`src/rtl/jerk_pkg.sv`:
```
// jerk_pkg: mode encodings, FSM state type and first-target helper shared by jerk_seq
package jerk_pkg;

    localparam logic [1:0] MODE_FWD  = 2'b00;
    localparam logic [1:0] MODE_REV  = 2'b01;
    localparam logic [1:0] MODE_BNC  = 2'b10;
    localparam logic [1:0] MODE_RING = 2'b11;

    typedef enum logic {HOME, EXCUR} state_t;

    // Reverse sweeps start at the top bit; every other mode starts at bit 1.
    function automatic int first_target(input logic [1:0] m, input int width);
        return (m == MODE_REV) ? width - 1 : 1;
    endfunction

endpackage

```
`src/rtl/jerk_dwell_timer.sv`:
```
// jerk_dwell_timer: holds each sequencer value for dwell+1 enabled cycles and flags the step
module jerk_dwell_timer #(
    parameter int DWELL_W = 4
) (
    input  logic               clk,
    input  logic               reset,
    input  logic               enable,
    input  logic [DWELL_W-1:0] dwell,
    output logic               tick
);

    logic [DWELL_W-1:0] cnt_q, cnt_d, lim_q, lim_d;

    assign tick = enable && (cnt_q == lim_q);

    // Count enabled cycles; clear and re-latch the hold length on every step.
    always_comb begin
        cnt_d = tick ? '0 : enable ? cnt_q + DWELL_W'(1) : cnt_q;
        lim_d = tick ? dwell : lim_q;
    end

    // Reset starts a fresh hold using the dwell value present at reset.
    always_ff @(posedge clk) begin
        if (reset) begin
            cnt_q <= '0;
            lim_q <= dwell;
        end else begin
            cnt_q <= cnt_d;
            lim_q <= lim_d;
        end
    end

endmodule

```
`src/rtl/jerk_seq.sv`:
```
// jerk_seq: parametrised one-hot jerk sequencer with sweep modes, dwell and status flags
module jerk_seq
    import jerk_pkg::*;
#(
    parameter  int WIDTH   = 8,
    parameter  int DWELL_W = 4,
    localparam int PW      = $clog2(WIDTH)
) (
    input  logic               clk,
    input  logic               reset,
    input  logic               enable,
    input  logic [1:0]         mode,
    input  logic [DWELL_W-1:0] dwell,
    output logic [WIDTH-1:0]   count,
    output logic [PW-1:0]      pos,
    output logic               at_home,
    output logic               step,
    output logic               wrap
);

    localparam logic [PW-1:0] LAST = PW'(WIDTH - 1);
    localparam logic [PW-1:0] ONE  = PW'(1);
    localparam logic [PW-1:0] TWO  = PW'(2);

    logic             tick;
    state_t           state_q, state_d;
    logic [PW-1:0]    target_q, target_d, pos_q, pos_d;
    logic             dir_q, dir_d, wrap_d, step_q, wrap_q;
    logic [1:0]       mode_q, mode_d;
    logic [WIDTH-1:0] count_q;

    jerk_dwell_timer #(.DWELL_W(DWELL_W)) u_timer (
        .clk    (clk),
        .reset  (reset),
        .enable (enable),
        .dwell  (dwell),
        .tick   (tick)
    );

    // Next position, target, direction and mode latch; a sweep end reloads the new mode's first target.
    always_comb begin
        state_d  = state_q;
        target_d = target_q;
        dir_d    = dir_q;
        mode_d   = mode_q;
        pos_d    = pos_q;
        wrap_d   = 1'b0;
        if (tick) begin
            if (mode_q == MODE_RING) begin
                pos_d  = (pos_q == LAST) ? '0 : pos_q + ONE;
                wrap_d = pos_q == LAST;
            end else if (state_q == HOME) begin
                pos_d   = target_q;
                state_d = EXCUR;
            end else begin
                pos_d    = '0;
                state_d  = HOME;
                dir_d    = (mode_q == MODE_BNC && target_q == LAST) ? 1'b0 : dir_q;
                target_d = (mode_q == MODE_REV || !dir_d) ? target_q - ONE : target_q + ONE;
                wrap_d   = (mode_q == MODE_FWD) ? target_q == LAST :
                           (mode_q == MODE_REV) ? target_q == ONE :
                           (WIDTH <= 3)         ? target_q == LAST :
                                                  !dir_q && target_q == TWO;
            end
            if (wrap_d) begin
                mode_d   = mode;
                target_d = PW'(first_target(mode, WIDTH));
                dir_d    = 1'b1;
                state_d  = HOME;
            end
        end
    end

    // Sequencer state and registered outputs; reset abandons any sweep in progress.
    always_ff @(posedge clk) begin
        if (reset) begin
            state_q  <= HOME;
            target_q <= PW'(first_target(mode, WIDTH));
            dir_q    <= 1'b1;
            mode_q   <= mode;
            pos_q    <= '0;
            count_q  <= WIDTH'(1);
            step_q   <= 1'b0;
            wrap_q   <= 1'b0;
        end else begin
            state_q  <= state_d;
            target_q <= target_d;
            dir_q    <= dir_d;
            mode_q   <= mode_d;
            pos_q    <= pos_d;
            count_q  <= WIDTH'(1) << pos_d;
            step_q   <= tick;
            wrap_q   <= wrap_d;
        end
    end

    assign count   = count_q;
    assign pos     = pos_q;
    assign at_home = pos_q == '0;
    assign step    = step_q;
    assign wrap    = wrap_q;

endmodule

```
`config.mk`:
```
export PLATFORM = sky130hd
export DESIGN_NAME = jerk_seq
export DESIGN_NICKNAME = d
export VERILOG_FILES = /design/src/rtl/jerk_pkg.sv /design/src/rtl/jerk_dwell_timer.sv /design/src/rtl/jerk_seq.sv
export SDC_FILE = /design/constraint.sdc
export NUM_CORES = 1
export LEC_CHECK = 0
export ABC_AREA = 1
export BUFFER_PORTS_ARGS = -buffer_cell sky130_fd_sc_hd__buf_2
export CORE_MARGIN = 2
export CORE_UTILIZATION = 55
export DETAILED_ROUTE_END_ITERATION = 8
export GPL_TIMING_DRIVEN = 0
export PLACE_DENSITY = 0.86
export SLEW_MARGIN = 20
export SYNTH_ARGS = -nofsm -noshare
export SYNTH_HDL_FRONTEND = slang
export SYNTH_SLANG_ARGS = --single-unit
```
`constraint.sdc`:
```
create_clock -name clk -period 2.25 [get_ports clk]
set_input_delay 0 -clock clk [delete_from_list [all_inputs] [get_ports clk]]
set_output_delay 0 -clock clk [all_outputs]
set_load 0.01 [all_outputs]
```
# --- Word-level counts from Yosys, hierarchy flattened ---
# Index checks and enable logic that the tools add are counted.
totals:
  in_bits: 9
  output_inout_bits: 14
  reg_bits: 28
classes:
  n_reduce_logical: 18
  n_shift: 1
  n_mux: 28
  bitwise: 1
  n_addsub: 4
  n_eq_ne: 11
op_table:
  columns: ["operator", "n"]
  rows:
  - ["2-to-1 mux 3 bit", 11]
  - ["2-to-1 mux 1 bit", 12]
  - ["2-to-1 mux 4 bit", 2]
  - ["<< shifter 1 x 3 -> 8 bit, first input constant", 1]
  - ["adder 3 x 1 -> 3 bit, second input constant", 2]
  - ["== test 3 bit, second input constant", 2]
  - ["2-to-1 mux 2 bit", 3]
  - ["AND reduction 3 bit", 2]
  - ["nonzero test 2 bit", 3]
  - ["adder 4 x 1 -> 4 bit, second input constant", 1]
  - ["== test 2 x 1 -> 1 bit, second input constant", 2]
  - ["== test 2 bit, second input constant", 2]
  - ["== test 4 bit", 1]
  - ["AND reduction 2 bit", 2]
  - ["OR reduction 2 bit", 2]
  - ["== test 3 x 1 -> 1 bit, second input constant", 1]
  - ["== test 3 x 2 -> 1 bit, second input constant", 1]
  - ["logical AND 1 bit", 3]
  - ["logical NOT 3 bit", 1]
  - ["inequality test 3 x 2 -> 1 bit, second input constant", 1]
  - ["nonzero test 3 bit", 1]
  - ["subtractor 3 x 1 -> 3 bit, second input constant", 1]
  - ["logical NOT 1 bit", 2]
  - ["logical NOT 2 bit", 1]
  - ["other kinds (3)", 3]

# --- Depth between registers and ports, before layout ---
logic_depth:
  word_depth: 11
  mapped_depth: 11
  ltp_nobuf: 11

# --- Modules after synthesis ---
# Synthesis repeated with hierarchy kept, for this count alone.
unflattened:
  hier_cells: 174
  hier_area_um2: 1448.9
modules_own_cells:
  columns: ["module", "n_inst", "cells_per_inst", "area_per_inst_um2"]
  rows:
  - ["jerk_seq", 1, 130, 1072.3]
  - ["jerk_dwell_timer", 1, 44, 376.6]

# --- Worst setup path after synthesis ---
# Ideal clock, no wire load.
synth_path:
  kind: "flip-flop to flip-flop"
  startpoint: "register target_q[0]"
  endpoint: "register target_q[0], enable pin"
  path_stages_with_launch: 11
  synth_period_minus_slack_ps: 1632
  arrival_ps: 1375
  setup_time_ps: 257
  slack_ps: 618
  cell_sequence: "edfxtp_1 -> ha_1 -> ha_1 -> nand2_1 -> nand3_1 -> nand3_1 -> nand2_1 -> inv_1 -> nand2_2 -> nand2_1 -> nand2_1"
synth_via:
  elab_chain_len: 9
synth_lines:
  columns: ["element", "line_no", "rtl"]
  rows:
  - ["start, declared", "jerk_seq.sv:27", "logic [PW-1:0] target_q, target_d, pos_q, pos_d;"]
  - ["start signal, assigned", "jerk_seq.sv:78", "target_q <= PW'(first_target(mode, WIDTH));"]
  - ["start signal, assigned", "jerk_seq.sv:87", "target_q <= target_d;"]
  - ["== test 3 x 2 -> 1 bit", "jerk_seq.sv:63", "!dir_q && target_q == TWO;"]
  - ["logical AND 1 bit", "jerk_seq.sv:63", null]
  - ["2-to-1 mux 1 bit", "jerk_seq.sv:61", "(mode_q == MODE_REV) ? target_q == ONE :"]
  - ["2-to-1 mux 1 bit (*)", "jerk_seq.sv:60", "wrap_d = (mode_q == MODE_FWD) ? target_q == LAST :"]
  - ["2-to-1 mux 1 bit (*)", "jerk_seq.sv:52", "end else if (state_q == HOME) begin"]
  - ["2-to-1 mux 1 bit (*)", "jerk_seq.sv:49", "if (mode_q == MODE_RING) begin"]
  - ["2-to-1 mux 1 bit (*)", "jerk_seq.sv:48", "if (tick) begin"]
  - ["inequality test 3 x 2 -> 1 bit (no source line) / nonzero test 3 bit (equally long branches)", null, null]
  - ["AND reduction 3 bit (no source line) (*)", null, null]
# Every way passes the cells marked *; elsewhere a longest branch is shown, timed or not. The select of a mux whose other input is x is not followed.
# A chain may end at the register's enable or synchronous reset.

# --- Worst setup path after layout ---
layout_path:
  startpoint: "register target_q[0]"
  endpoint: "register target_q[2], enable pin"
# The elaborated chain is that of the path after synthesis.

==> impl_metrics.py <==
metrics = {
    "detailed_routing": {
        "postRouteAntennaNets": 0,
        "via_count": 1208,
        "drt_pass1_iterations": 4,
        "detailedRoute.firstIterationViolations": 15,
        "detail_route.drc_violations": 0,
        "wirelength_um": 2451,
        "route.detailed.wl_per_inst_um": 9.726,
        "vias_per_cell": 4.794,
    },
    "clock_tree": {
        "clk_latency_ps": 330,
        "clock-sinks": 28,
        "clk_transition_reported_paths_ps": 140,
        "hold_buffers": 8,
        "cts-htree-levels": 1,
        "tritoncts": "yes",
        "clock_tree.root_cell": "sky130_fd_sc_hd__clkbuf_4",
        "cts_inserted_buffers": 3,
        "post_cts_buffers": 0,
        "cts_repair_resize_count": 0,
        "cts_max_path_buffers": 2,
    },
    "min_path": {
        "holdPathEnd": "u_timer.lim_q[0]",
        "min_from": "dwell[0]",
        "timing.hold.worst.class": "input port to flop",
        "timing.hold.worst_path_depth": 2,
    },
    "grt": {
        "gr_met3_demand_resource": 0.02791,
        "grt_first_pass_wirelength_um": 4374,
        "global_route.overflow_total": 0,
        "globalRouteMet1Util": 0.2051,
        "grt_pass1_vias": 1100,
        "globalRoute.busiestLayer": "met2",
        "globalRouteMet2Util": 0.3197,
        "grt_max_degree": 16,
        "grt_antenna_before_repair": 0,
        "groute.usage.overall": 0.1765,
    },
    "critical_path": {
        "crit-reg2reg-capture": "target_q[2]",
        "setup.worst_path.end_class": "flop",
        "arrival_ps": 1950,
        "worstRegToRegCells": 10,
        "worst-endpoint-required_ps": 2340,
        "crit_path_max_fo": 5,
        "reg2reg_from": "target_q[0]",
        "criticalPathCategory": "flop to flop",
        "timing.critical_path.from_type": "flop",
        "ff2ff_setup_slack_ps": 400,
    },
    "power": {
        "power.density_mw_per_mm2": 547.9,
        "pwr-share-clk": 0.257,
        "power.switching_mw": 0.2457,
        "power.internal_mw": 0.7024,
        "sw_frac_of_total": 0.2592,
        "vdd.ir_drop.worst_v": 0.0004773,
        "total_leakage_power_nw": 0.8847,
        "portion_of_total_power_attributed_to_combinational_logic": 0.152,
        "p_seq_frac": 0.590,
    },
    "placed_design": {
        "global_placement_routability_congestion": 0.8844,
        "portBuffers": 21,
        "numPlacedInstances": 240,
        "detailed_place_hpwl_um": 1853,
        "dpl-instance-area_mm2": 0.001614,
    },
    "run_status": {
        "result_of_the_run": "finished, final reports clean",
    },
    "final_layout": {
        "area_growth_pct": 17.60,
        "fillers": 198,
        "post-route-util": 0.6922,
        "fin_cells": 252,
        "mostFrequentLayoutCell": "sky130_fd_sc_hd__nand2_1",
        "final_layout_size_suffix_gt1_frac": 0.1982,
        "fin_area_mm2": 0.001730,
        "nNetsFinal": 241,
        "mostFrequentLayoutCells": "sky130_fd_sc_hd__nand2_1, sky130_fd_sc_hd__inv_1, sky130_fd_sc_hd__nor2_1",
        "number_of_diodes": 0,
    },
    "timing": {
        "achievable-frequency_ghz": 0.5393,
        "layout_min_cycle_time_ps": 1854,
        "finalHoldViolCount": 0,
        "timing.max_slew.rel_slack": 0.7614,
        "timing.setup.tns_ps": 0,
        "final_setup_violations": 0,
        "timing_worst_slew_pin_value_ps": 357.0,
        "finalMaxSlewViolations": 0,
        "final_min_period_over_clock_period": 0.8241,
        "timing.clock.skew_ps": 4.996,
        "unrepaired_setup_endpoints_after_global_routing": "no",
    },
    "synthesis": {
        "netlist_area_mm2": 0.001471,
        "synthDistinctLibCells": 27,
        "yosysWarningCount": 0,
        "register_bit_total_from_synthesis": 28,
        "synth.yosys.seq_area_share": 0.4422,
        "avgSynthCellArea_um2": 7.785,
        "synthesis.nets": 207,
        "post_synth_inst_count": 189,
    },
    "floorplan": {
        "die_width_um": 55.73,
        "floorplan.die.height_um": 55.73,
        "die_area_mm2": 0.003105,
        "floorplan.io_pins": 23,
        "floorplan.initialDensity": 0.5886,
        "rows": 18,
        "coreArea_mm2": 0.002500,
    },
    "flow_run": {
        "max_cap_viol_count": 0,
    },
}
## stage by stage
stage          power, mW  hold WS, ps  setup slack [ps]
2_1_floorplan     0.6703        72.38             617.7
3_3_place_gp      0.7021        178.5             431.9
3_5_place_dp      0.7058        178.1             411.3
4_1_cts           0.9575        360.8             386.3
5_1_grt           0.9940        369.4             255.9
6_report          0.9481        368.6             395.9
## critical path: stages (launching register included)
cell	delay, ps
sky130_fd_sc_hd__edfxtp_1	510
sky130_fd_sc_hd__ha_1	250
sky130_fd_sc_hd__ha_1	190
sky130_fd_sc_hd__nand2_1	70
sky130_fd_sc_hd__nand3_1	80
sky130_fd_sc_hd__nand3_1	70
sky130_fd_sc_hd__nand2_1	60
sky130_fd_sc_hd__inv_1	110
sky130_fd_sc_hd__nand2_2	90
sky130_fd_sc_hd__nand2_1	90
sky130_fd_sc_hd__nand2_1	120
## Yosys cell counts, drive strengths merged
| cell type | n | area share |
|---|---|---|
| nand2 | 59 | 0.17 |
| inv | 33 | 0.084 |
| nor2 | 24 | 0.071 |
| dfxtp | 19 | 0.26 |
| nand3 | 14 | 0.060 |
| edfxtp | 9 | 0.18 |
| ha | 9 | 0.077 |
| o21ai | 7 | 0.026 |
| a21oi | 2 | 0.0068 |
| nand4 | 2 | 0.0085 |
| nor3 | 2 | 0.0068 |
| xor2 | 2 | 0.012 |
| a21boi | 1 | 0.0051 |
| buf | 1 | 0.0051 |
| clkinv | 1 | 0.0034 |
| nand3b | 1 | 0.0051 |
| nor3b | 1 | 0.0051 |
| o211ai | 1 | 0.0051 |
| xnor2 | 1 | 0.0060 |
## logic make-up (layout without fill, tap and decap cells)
group / after synthesis / count (layout) / synth area share
and+or+nand+nor: 103 / 103 / 0.3274
xor gates and xnor gates: 3 / 3 / 0.01786
buffers and inverters: 35 / 68 / 0.09269
DFF: 28 / 28 / 0.4422
adders and majority gates: 9 / 9 / 0.07653
AOI/OAI and AO/OA: 11 / 11 / 0.04337
## worst max path at each step
stage	start	endpoint	slack (ps)	cells past startpoint
after floorplan	target_q[0]	target_q[0]	620	10
after global placement	target_q[0]	target_q[1]	430	10
after detailed placement	target_q[0]	target_q[2]	410	10
after CTS	target_q[0]	target_q[0]	390	10
after global routing	target_q[0]	target_q[0]	260	10
final	target_q[0]	target_q[2]	400	10
## state kept, by name, summed over array words and instances, names as in the netlist
| name | count |
|---|---|
| count | 8 |
| u_timer.cnt_q | 4 |
| u_timer.lim_q | 4 |
| pos | 3 |
| target_q | 3 |
| mode_q | 2 |
| dir_q | 1 |
| state_q | 1 |
| step | 1 |
| wrap | 1 |
## layout make-up
type	instances	area (um^2)	share of cell area
buffer	1	7.507	0.004338
clock buffer	4	36.28	0.02097
inverter	34	128.9	0.07448
multi-input combinational	126	684.4	0.3955
sequential	28	650.6	0.3760
tap	30	37.54	0.02169
timing repair buffer	29	185.2	0.1070
## layer usage
metal / share of wire / wire length, um
met5: 0 / 0
met4: 0.017 / 42
met3: 0.029 / 72
met2: 0.52 / 1271
met1: 0.43 / 1064
## power by group through the flow
| stage | logic (mW) | clock network (mW) | registers (mW) |
|---|---|---|---|
| finish | 0.144 | 0.244 | 0.560 |
| global route | 0.166 | 0.264 | 0.563 |
| CTS | 0.146 | 0.252 | 0.560 |
| detailed placement | 0.135 | 0 | 0.571 |
| global placement | 0.132 | 0 | 0.570 |
| floorplan | 0.0999 | 0 | 0.570 |
(Power assumes the default switching activity.)
